--- src/rtl/id_ex_stage_reg_pkg.sv ---
// id_ex_stage_reg_pkg: pipeline encodings shared by decode, ID/EX and the ALU controller
package id_ex_stage_reg_pkg;
   localparam logic [1:0] REGDST_RT = 2'd0;
   localparam logic [1:0] REGDST_RD = 2'd1;
   localparam logic [1:0] REGDST_RA = 2'd2;
   localparam logic [3:0] ALUOP_ADD   = 4'd0;
   localparam logic [3:0] ALUOP_SUB   = 4'd1;
   localparam logic [3:0] ALUOP_RTYPE = 4'd2;
   localparam logic [3:0] ALUOP_AND   = 4'd3;
   localparam logic [3:0] ALUOP_OR    = 4'd4;
   localparam logic [3:0] ALUOP_SLT   = 4'd5;
   localparam logic [3:0] ALUOP_LUI   = 4'd6;
endpackage

--- src/rtl/id_ex_stage_reg_load_use_detect.sv ---
// id_ex_stage_reg_load_use_detect: flags a load in ID/EX whose target the ID instruction reads
module id_ex_stage_reg_load_use_detect #(
   parameter int REG_AW = 5
) (
   input  logic              valid,
   input  logic              memread,
   input  logic [REG_AW-1:0] rt_ex,
   input  logic [REG_AW-1:0] rs_id,
   input  logic [REG_AW-1:0] rt_id,
   input  logic              uses_rt,
   output logic              haz
);
   assign haz = valid & memread & (|rt_ex) & ((rt_ex == rs_id) | (uses_rt & (rt_ex == rt_id)));
endmodule

--- src/rtl/id_ex_stage_reg.sv ---
// id_ex_stage_reg: ID/EX pipeline register with load-use bubble insertion and bubble counter
module id_ex_stage_reg
   import id_ex_stage_reg_pkg::*;
#(
   parameter int DATA_W = 32,
   parameter int REG_AW = 5,
   parameter int CNT_W  = 16
) (
   input  logic              Clk,
   input  logic              Reset,
   input  logic [DATA_W-1:0] reg_data1_in,
   input  logic [DATA_W-1:0] reg_data2_in,
   input  logic [DATA_W-1:0] sign_ext_offset_in,
   input  logic [DATA_W-1:0] pc_plus4_in,
   input  logic [REG_AW-1:0] rs_in,
   input  logic [REG_AW-1:0] rt_in,
   input  logic [REG_AW-1:0] rd_in,
   input  logic [5:0]        funct_in,
   input  logic [4:0]        shamt_in,
   input  logic              alusrc_in,
   input  logic [1:0]        regdst_in,
   input  logic [3:0]        aluop_in,
   input  logic              memread_in,
   input  logic              memwrite_in,
   input  logic              regwrite_in,
   input  logic              memtoreg_in,
   input  logic              uses_rt_in,
   input  logic              flush,
   input  logic              hold,
   output logic [DATA_W-1:0] reg_data1_out,
   output logic [DATA_W-1:0] reg_data2_out,
   output logic [DATA_W-1:0] sign_ext_offset_out,
   output logic [DATA_W-1:0] pc_plus4_out,
   output logic [REG_AW-1:0] rs_out,
   output logic [REG_AW-1:0] rt_out,
   output logic [REG_AW-1:0] rd_out,
   output logic [5:0]        funct_out,
   output logic [4:0]        shamt_out,
   output logic              alusrc_out,
   output logic [1:0]        regdst_out,
   output logic [3:0]        aluop_out,
   output logic              memread_out,
   output logic              memwrite_out,
   output logic              regwrite_out,
   output logic              memtoreg_out,
   output logic              valid_out,
   output logic              stall_out,
   output logic [CNT_W-1:0]  bubble_count
);
   logic haz, kill, rst_q;
   id_ex_stage_reg_load_use_detect #(.REG_AW(REG_AW)) u_detect (
      .valid   (valid_out),
      .memread (memread_out),
      .rt_ex   (rt_out),
      .rs_id   (rs_in),
      .rt_id   (rt_in),
      .uses_rt (uses_rt_in),
      .haz     (haz)
   );
   assign kill = flush | haz;
   // rst_q keeps stall low for the first cycle after reset releases
   assign stall_out = ~Reset & ~rst_q & (hold | (haz & ~flush));
   always_ff @(posedge Clk) begin
      if (Reset) begin
         rst_q               <= 1'b1;
         reg_data1_out       <= '0;
         reg_data2_out       <= '0;
         sign_ext_offset_out <= '0;
         pc_plus4_out        <= '0;
         rs_out              <= '0;
         rt_out              <= '0;
         rd_out              <= '0;
         funct_out           <= '0;
         shamt_out           <= '0;
         alusrc_out          <= 1'b0;
         regdst_out          <= REGDST_RT;
         aluop_out           <= ALUOP_ADD;
         memread_out         <= 1'b0;
         memwrite_out        <= 1'b0;
         regwrite_out        <= 1'b0;
         memtoreg_out        <= 1'b0;
         valid_out           <= 1'b0;
         bubble_count        <= '0;
      end else begin
         rst_q <= 1'b0;
         if (!hold) begin
            reg_data1_out       <= kill ? '0 : reg_data1_in;
            reg_data2_out       <= kill ? '0 : reg_data2_in;
            sign_ext_offset_out <= kill ? '0 : sign_ext_offset_in;
            pc_plus4_out        <= kill ? '0 : pc_plus4_in;
            rs_out              <= kill ? '0 : rs_in;
            rt_out              <= kill ? '0 : rt_in;
            rd_out              <= kill ? '0 : rd_in;
            funct_out           <= kill ? '0 : funct_in;
            shamt_out           <= kill ? '0 : shamt_in;
            alusrc_out          <= ~kill & alusrc_in;
            regdst_out          <= kill ? REGDST_RT : regdst_in;
            aluop_out           <= kill ? ALUOP_ADD : aluop_in;
            memread_out         <= ~kill & memread_in;
            memwrite_out        <= ~kill & memwrite_in;
            regwrite_out        <= ~kill & regwrite_in;
            memtoreg_out        <= ~kill & memtoreg_in;
            valid_out           <= ~kill;
            if (haz && !flush && !(&bubble_count)) bubble_count <= bubble_count + 1'b1;
         end
      end
   end
endmodule

--- config.mk ---
export PLATFORM = sky130hd
export DESIGN_NAME = id_ex_stage_reg
export DESIGN_NICKNAME = d
export VERILOG_FILES = /design/src/rtl/id_ex_stage_reg_pkg.sv /design/src/rtl/id_ex_stage_reg_load_use_detect.sv /design/src/rtl/id_ex_stage_reg.sv
export SDC_FILE = /design/constraint.sdc
export NUM_CORES = 1
export LEC_CHECK = 0
export ABC_CLOCK_PERIOD_IN_PS = 1800
export BUFFER_PORTS_ARGS = -buffer_cell sky130_fd_sc_hd__clkbuf_2
export CORE_ASPECT_RATIO = 0.5
export CORE_MARGIN = 5
export CORE_UTILIZATION = 35
export CTS_BUF_LIST = sky130_fd_sc_hd__clkbuf_8
export DETAILED_ROUTE_END_ITERATION = 7
export PLACE_DENSITY = 0.66
export REMOVE_ABC_BUFFERS = 1
export SYNTH_ARGS = -nofsm -noshare
export SYNTH_HDL_FRONTEND = slang
export SYNTH_SLANG_ARGS = --single-unit
--- constraint.sdc ---
create_clock -name Clk -period 1.8 [get_ports Clk]
set_input_delay 0.09 -clock Clk [delete_from_list [all_inputs] [get_ports Clk]]
set_output_delay 0.09 -clock Clk [all_outputs]
set_load 0.02 [all_outputs]
# Yosys cells after proc, flatten, opt, wreduce, memory -nomap -nowiden
# Cells that the tools add are included.
# word_totals
ff_bits,183
latchBits,0
ramBits,0
romBits,0
inputBits,170
output_inout_bits,183
word_cells,61
mem_count,0
# op_classes
add_sub_neg,1
n_mul,0
n_div,0
n_lt_le_gt_ge,0
n_eq_ne,2
shifts,0
n_mux,12
bitwise_logic,20
n_reduce_logical,7
# op_table
cell,n
two-way mux 32 bit,4
two-way mux 5 bit,4
adder 16 x 1 -> 16 bit (second input constant),1
AND reduction 16 bit,1
bitwise AND 1 bit,12
equality test 5 bit,2
two-way mux 6 bit,1
inverter 1 bit,5
OR reduction 5 bit,1
two-way mux 4 bit,1
OR 1 bit,3
logical AND 1 bit,2
zero test 1 bit,2
two-way mux 2 bit,1
AND reduction 2 bit,1
two-way mux 1 bit,1

# Depth between registers and ports, before layout
# depth
depth_word,7
mapped_depth,7
ltp_nobuf,5

# Modules after synthesis
# Synthesis repeated with hierarchy kept, for this count alone.
# hier_totals
cells_unflattened,679
hier_area_um2,6453.7
# modules_own_cells
module,n_inst,cells_per_inst,area_per_inst_um2,seq_area_each_um2
id_ex_stage_reg,1,662,6319.8,3663.5
id_ex_stage_reg_load_use_detect,1,17,133.9,0.0

# Least setup slack after synthesis
# OpenSTA, ideal clock, no wires.
# synth_timing
path_kind,reg2out
startpoint,register rt_out[3]
endpoint,output stall_out
arrival_ns,2.011
required_ns,1.710
setup_slack_ns,-0.301
stages_incl_launch_ff,7
path_buffers,1
path_cell_list,dfxtp_1 > xor2_1 > nor4_2 > a32oi_1 > clkbuf_1 > o31ai_1 > nor3b_1
# synth_between
elab_chain_cells,7
elab_cells_between_ends,10
classes_between,2 x eq/ne; 7 x bitwise; 1 x reduce/logical
# synth_lines
item,line,text
from (decl),id_ex_stage_reg.sv:35,"output logic [REG_AW-1:0] rt_out,"
from (signal assigned),id_ex_stage_reg.sv:92,rt_out <= kill ? '0 : rt_in;
equality test 5 bit,id_ex_stage_reg_load_use_detect.sv:13,assign haz = valid & memread & (|rt_ex) & ((rt_ex == rs_id) | (uses_rt & (rt_ex == rt_id)));
bitwise AND 1 bit,id_ex_stage_reg_load_use_detect.sv:13,
OR 1 bit,id_ex_stage_reg_load_use_detect.sv:13,
bitwise AND 1 bit *,id_ex_stage_reg_load_use_detect.sv:13,
bitwise AND 1 bit *,id_ex_stage_reg.sv:62,assign stall_out = ~Reset & ~rst_q & (hold | (haz & ~flush));
OR 1 bit *,id_ex_stage_reg.sv:62,
bitwise AND 1 bit *,id_ex_stage_reg.sv:62,
to (decl),id_ex_stage_reg.sv:47,"output logic stall_out,"
# Every way passes the cells marked *; elsewhere a longest branch is shown, timed or not.

# Final worst setup path
# layout_timing
startpoint,register rt_out[3]
endpoint,register sign_ext_offset_out[21]
# layout_between
elab_chain_cells,6
elab_cells_between_ends,9
classes_between,2 x eq/ne; 1 x mux; 5 x bitwise; 1 x reduce/logical
# layout_lines
item,line,text
equality test 5 bit,id_ex_stage_reg_load_use_detect.sv:13,
bitwise AND 1 bit,id_ex_stage_reg_load_use_detect.sv:13,
OR 1 bit,id_ex_stage_reg_load_use_detect.sv:13,
bitwise AND 1 bit *,id_ex_stage_reg_load_use_detect.sv:13,
OR 1 bit *,id_ex_stage_reg.sv:60,assign kill = flush | haz;
two-way mux 32 bit *,id_ex_stage_reg.sv:89,sign_ext_offset_out <= kill ? '0 : sign_ext_offset_in;
to (signal assigned),id_ex_stage_reg.sv:89,
to (decl),id_ex_stage_reg.sv:32,"output logic [DATA_W-1:0] sign_ext_offset_out,"
# Marks and branches as above.
# A chain may end at the register's enable or synchronous reset.

==> results.md <==
- Post-Syn Instances: 494
- Worst path cell trace: xor2_1 -> nor4_2 -> a32oi_2 -> buf_4 -> o211a_4 -> buf_12 -> buf_12 -> buf_12 -> buf_16 -> a22o_1
- Max IR drop VDD: 0.411 mV
- Worst-Skew Late Latency: 0.45 ns
- Leakage power: 0.00551 uW
- CP Data Required Time: 2.13 ns
- Mux cell area share after synthesis: 0.00743
- Max Clock Freq: 0.443 GHz
- EDFF count, synth: 0
- Least-Margin Pin Slew: 0.376 ns
- Fin. Hold Viols: 0
- Slowest cell on crit path: dfxtp_2
- First-pass GRT wire length: 38300 um
- Vias: 6826
- CP peak stage delay: 0.33 ns
- PortBufs: 352
- Dpl hpwl: 15100 um
- RSZ-0062 raised after global routing: yes
- Delay-heaviest family, CP: buffers and inverters
- Ant diodes: 0
- Most common cell after layout, fill and taps aside: clkbuf_2
- YS warnings: 0
- Comb power frac: 0.169
- Vias/cell: 5.12
- DRT iter0 DRCs: 359
- Synth Flop Type: dfxtp_1
- CTS Root Cell: clkbuf_8
- Sequential share of power: 0.506
- Status: finished with violations
- Placed cells: 1091
- Clock power share: 0.325
- CTS tree: yes
- Die ar.: 20200 um2
- Vias in the first global route: 7081
- Util after Layout: 0.680
- Clock Skew: 0.0210 ns
- Number of buffers on the longest clock path: 2
- Worst path most repeated cell: buf_12
- Compound-Gate Fraction of Synth Area: 0.277
- WL final: 25900 um
- CP Launch Type: flip-flop
- NumNets Final: 1258
- Hold Crit Class: input pin to flip-flop
- Layout cells sized above 1: 0.481
- DRC viols: 0
- Post-Synth Simple-Gate Area: 0.0530
- Fin crit share: 1.25
- Largest net degree at the start of global routing: 86
- Wirelength per Cell: 19.4 um
- Mean post-synth cell area: 12.3 um2
- Horiz. Die Dim: 196 um
- Finished Layout Cells: 1334
- CP Class: flip-flop to flip-flop
- CP Capture Type: flip-flop
- Setup_tns: -59.68 ns
- Die Y: 103 um
- Starting Density: 0.353
- Reg clk slew, reported paths: 0.09 ns
- Max Cap Viol: 0
- WHS: 0.282 ns
- P_sw: 2330 uW
- Max-slew headroom: 0.749
- Synth Area in Adders: 0.00206
- ANT nets after route: 0
- Sw Share: 0.274
- Setup ws final: -0.459 ns
- GR Overflow Total: 0
- Sequential area share after synthesis: 0.604
- Fraction of registers with async set/reset: 0
- GRT Util Overall: 0.240
- Failing checks: setup timing
- Pwr/cell area: 725 nW/um2
- H-tree levels: 4
- Final min period: 2.26 ns
- Fin. max-slew vios: 0
- Clk sinks: 183
- Core box area: 17200 um2
- Std cell rows: 34
- Most frequent cells in the layout: clkbuf_2 (351), dfxtp_1 (178), dlygate4sd3_1 (166)
- Antenna violations before repair: 0
- Total Power: 8480 uW
- Internal power: 6150 uW
- DR pass1 iterations: 5
- Combinational family with the most area after synthesis: compound AO/OA/AOI/OAI gates
- Buffer and inverter count on the worst path: 5
- Clock buffer count from CTS: 17
- Synth Cell Area: 6060 um2
- WP data arrival: 2.59 ns
- Register bit count reported by yosys: 183
- Synthesis-to-layout area growth: 92.8%
- Netlist cell types: 39
- CP max FO: 6
- Xor/xnor cell area share of the yosys netlist: 0.0144
- Final number of setup-violating endpoints: 183
- Io pins: 353
- Placer Congestion: 0.853
area by class of cell:
type,instances,area [um2]
fillers,1229,5500
repair buffers,617,4900
flip-flops and latches,183,3670
multi-input cells,263,2410
clock buffers,22,303
well taps,234,293
clock inverters,10,88.8
inverters,5,20.0
worst min-delay path: stages:
cell and delay [ns]:
clkbuf_2 0.09, nor2_1 0.09, o311ai_4 0.12, buf_6 0.11
or4_4 0.12, a21oi_2 0.05
cells by family after synthesis:
logic type,after synthesis
flops,183
compound gates,196
buf+inv,48
mux,4
simple gates,52
fa+ha+maj,1
xor+xnor,10
worst paths after layout:
check / from / to / slack (ns) / depth (start not counted)
max: rt_out[3] / sign_ext_offset_out[21] / -0.46 / 10
min: flush / bubble_count[13] / 0.28 / 6
min reg2reg: reg_data2_out[2] / reg_data2_out[2] / 0.48 / 1
max reg2reg: rt_out[3] / sign_ext_offset_out[21] / -0.46 / 10
timing repair:
item	in CTS	in global routing
pin swaps	153	43
hold endpoints to repair	166	0
endpoints found under the setup margin	181	183
gates cloned	20	1
gates resized for setup	66	42
hold buffers	166	0
setup buffers	31	6
synthesized netlist by cell type, types with 3 or more instances:
master / n / area share
nand2_1: 5 / 0.0031
buf_4: 18 / 0.022
dfxtp_1: 183 / 0.60
nor2_1: 8 / 0.0050
mux2_1: 4 / 0.0074
a22o_1: 165 / 0.24
xor2_1: 9 / 0.013
o31ai_1: 9 / 0.011
buf_2: 4 / 0.0033
a21oi_1: 9 / 0.0074
o311ai_1: 3 / 0.0043
and4_1: 3 / 0.0043
and3_1: 3 / 0.0031
nor2b_1: 4 / 0.0041
clkbuf_1: 21 / 0.013
nand3_1: 7 / 0.0058
or4_1: 7 / 0.0087
inv_1: 4 / 0.0025
registers in the layout, indices dropped and copies added, names as in the netlist:
register,flops
rd_out,5
rs_out,5
rst_q,1
funct_out,6
memtoreg_out,1
pc_plus4_out,32
alusrc_out,1
memread_out,1
regdst_out,2
shamt_out,5
reg_data1_out,32
aluop_out,4
memwrite_out,1
rt_out,5
bubble_count,16
valid_out,1
sign_ext_offset_out,32
regwrite_out,1
reg_data2_out,32
through the flow:
step	setup WS (ns)	area (um2)
floorplan	-3.95	5830
detailed placement	-0.220	8460
finish	-0.459	11700
CTS	-0.442	11600
global route	-0.540	11700
global placement	-0.157	8460
layer usage:
layer / share of wire / track usage / routed length (um) / up-vias
met5: 0 / 0 / 0 / -
li1: - / - / - / 3110
met4: 0.038 / 0.108 / 992 / 0
met3: 0.039 / 0.0451 / 1020 / 87
met1: 0.39 / 0.280 / 10200 / 3371
met2: 0.53 / 0.438 / 13700 / 258
power groups by stage:
stage	clock, uW	sequential (uW)	combinational [uW]
floorplan	0	4540	240
CTS	2830	4280	1420
global route	3010	4310	1500
detailed placement	0	4370	913
finish	2760	4290	1430
global placement	0	4370	901
Note: power is estimated with default switching activity, not from simulation.
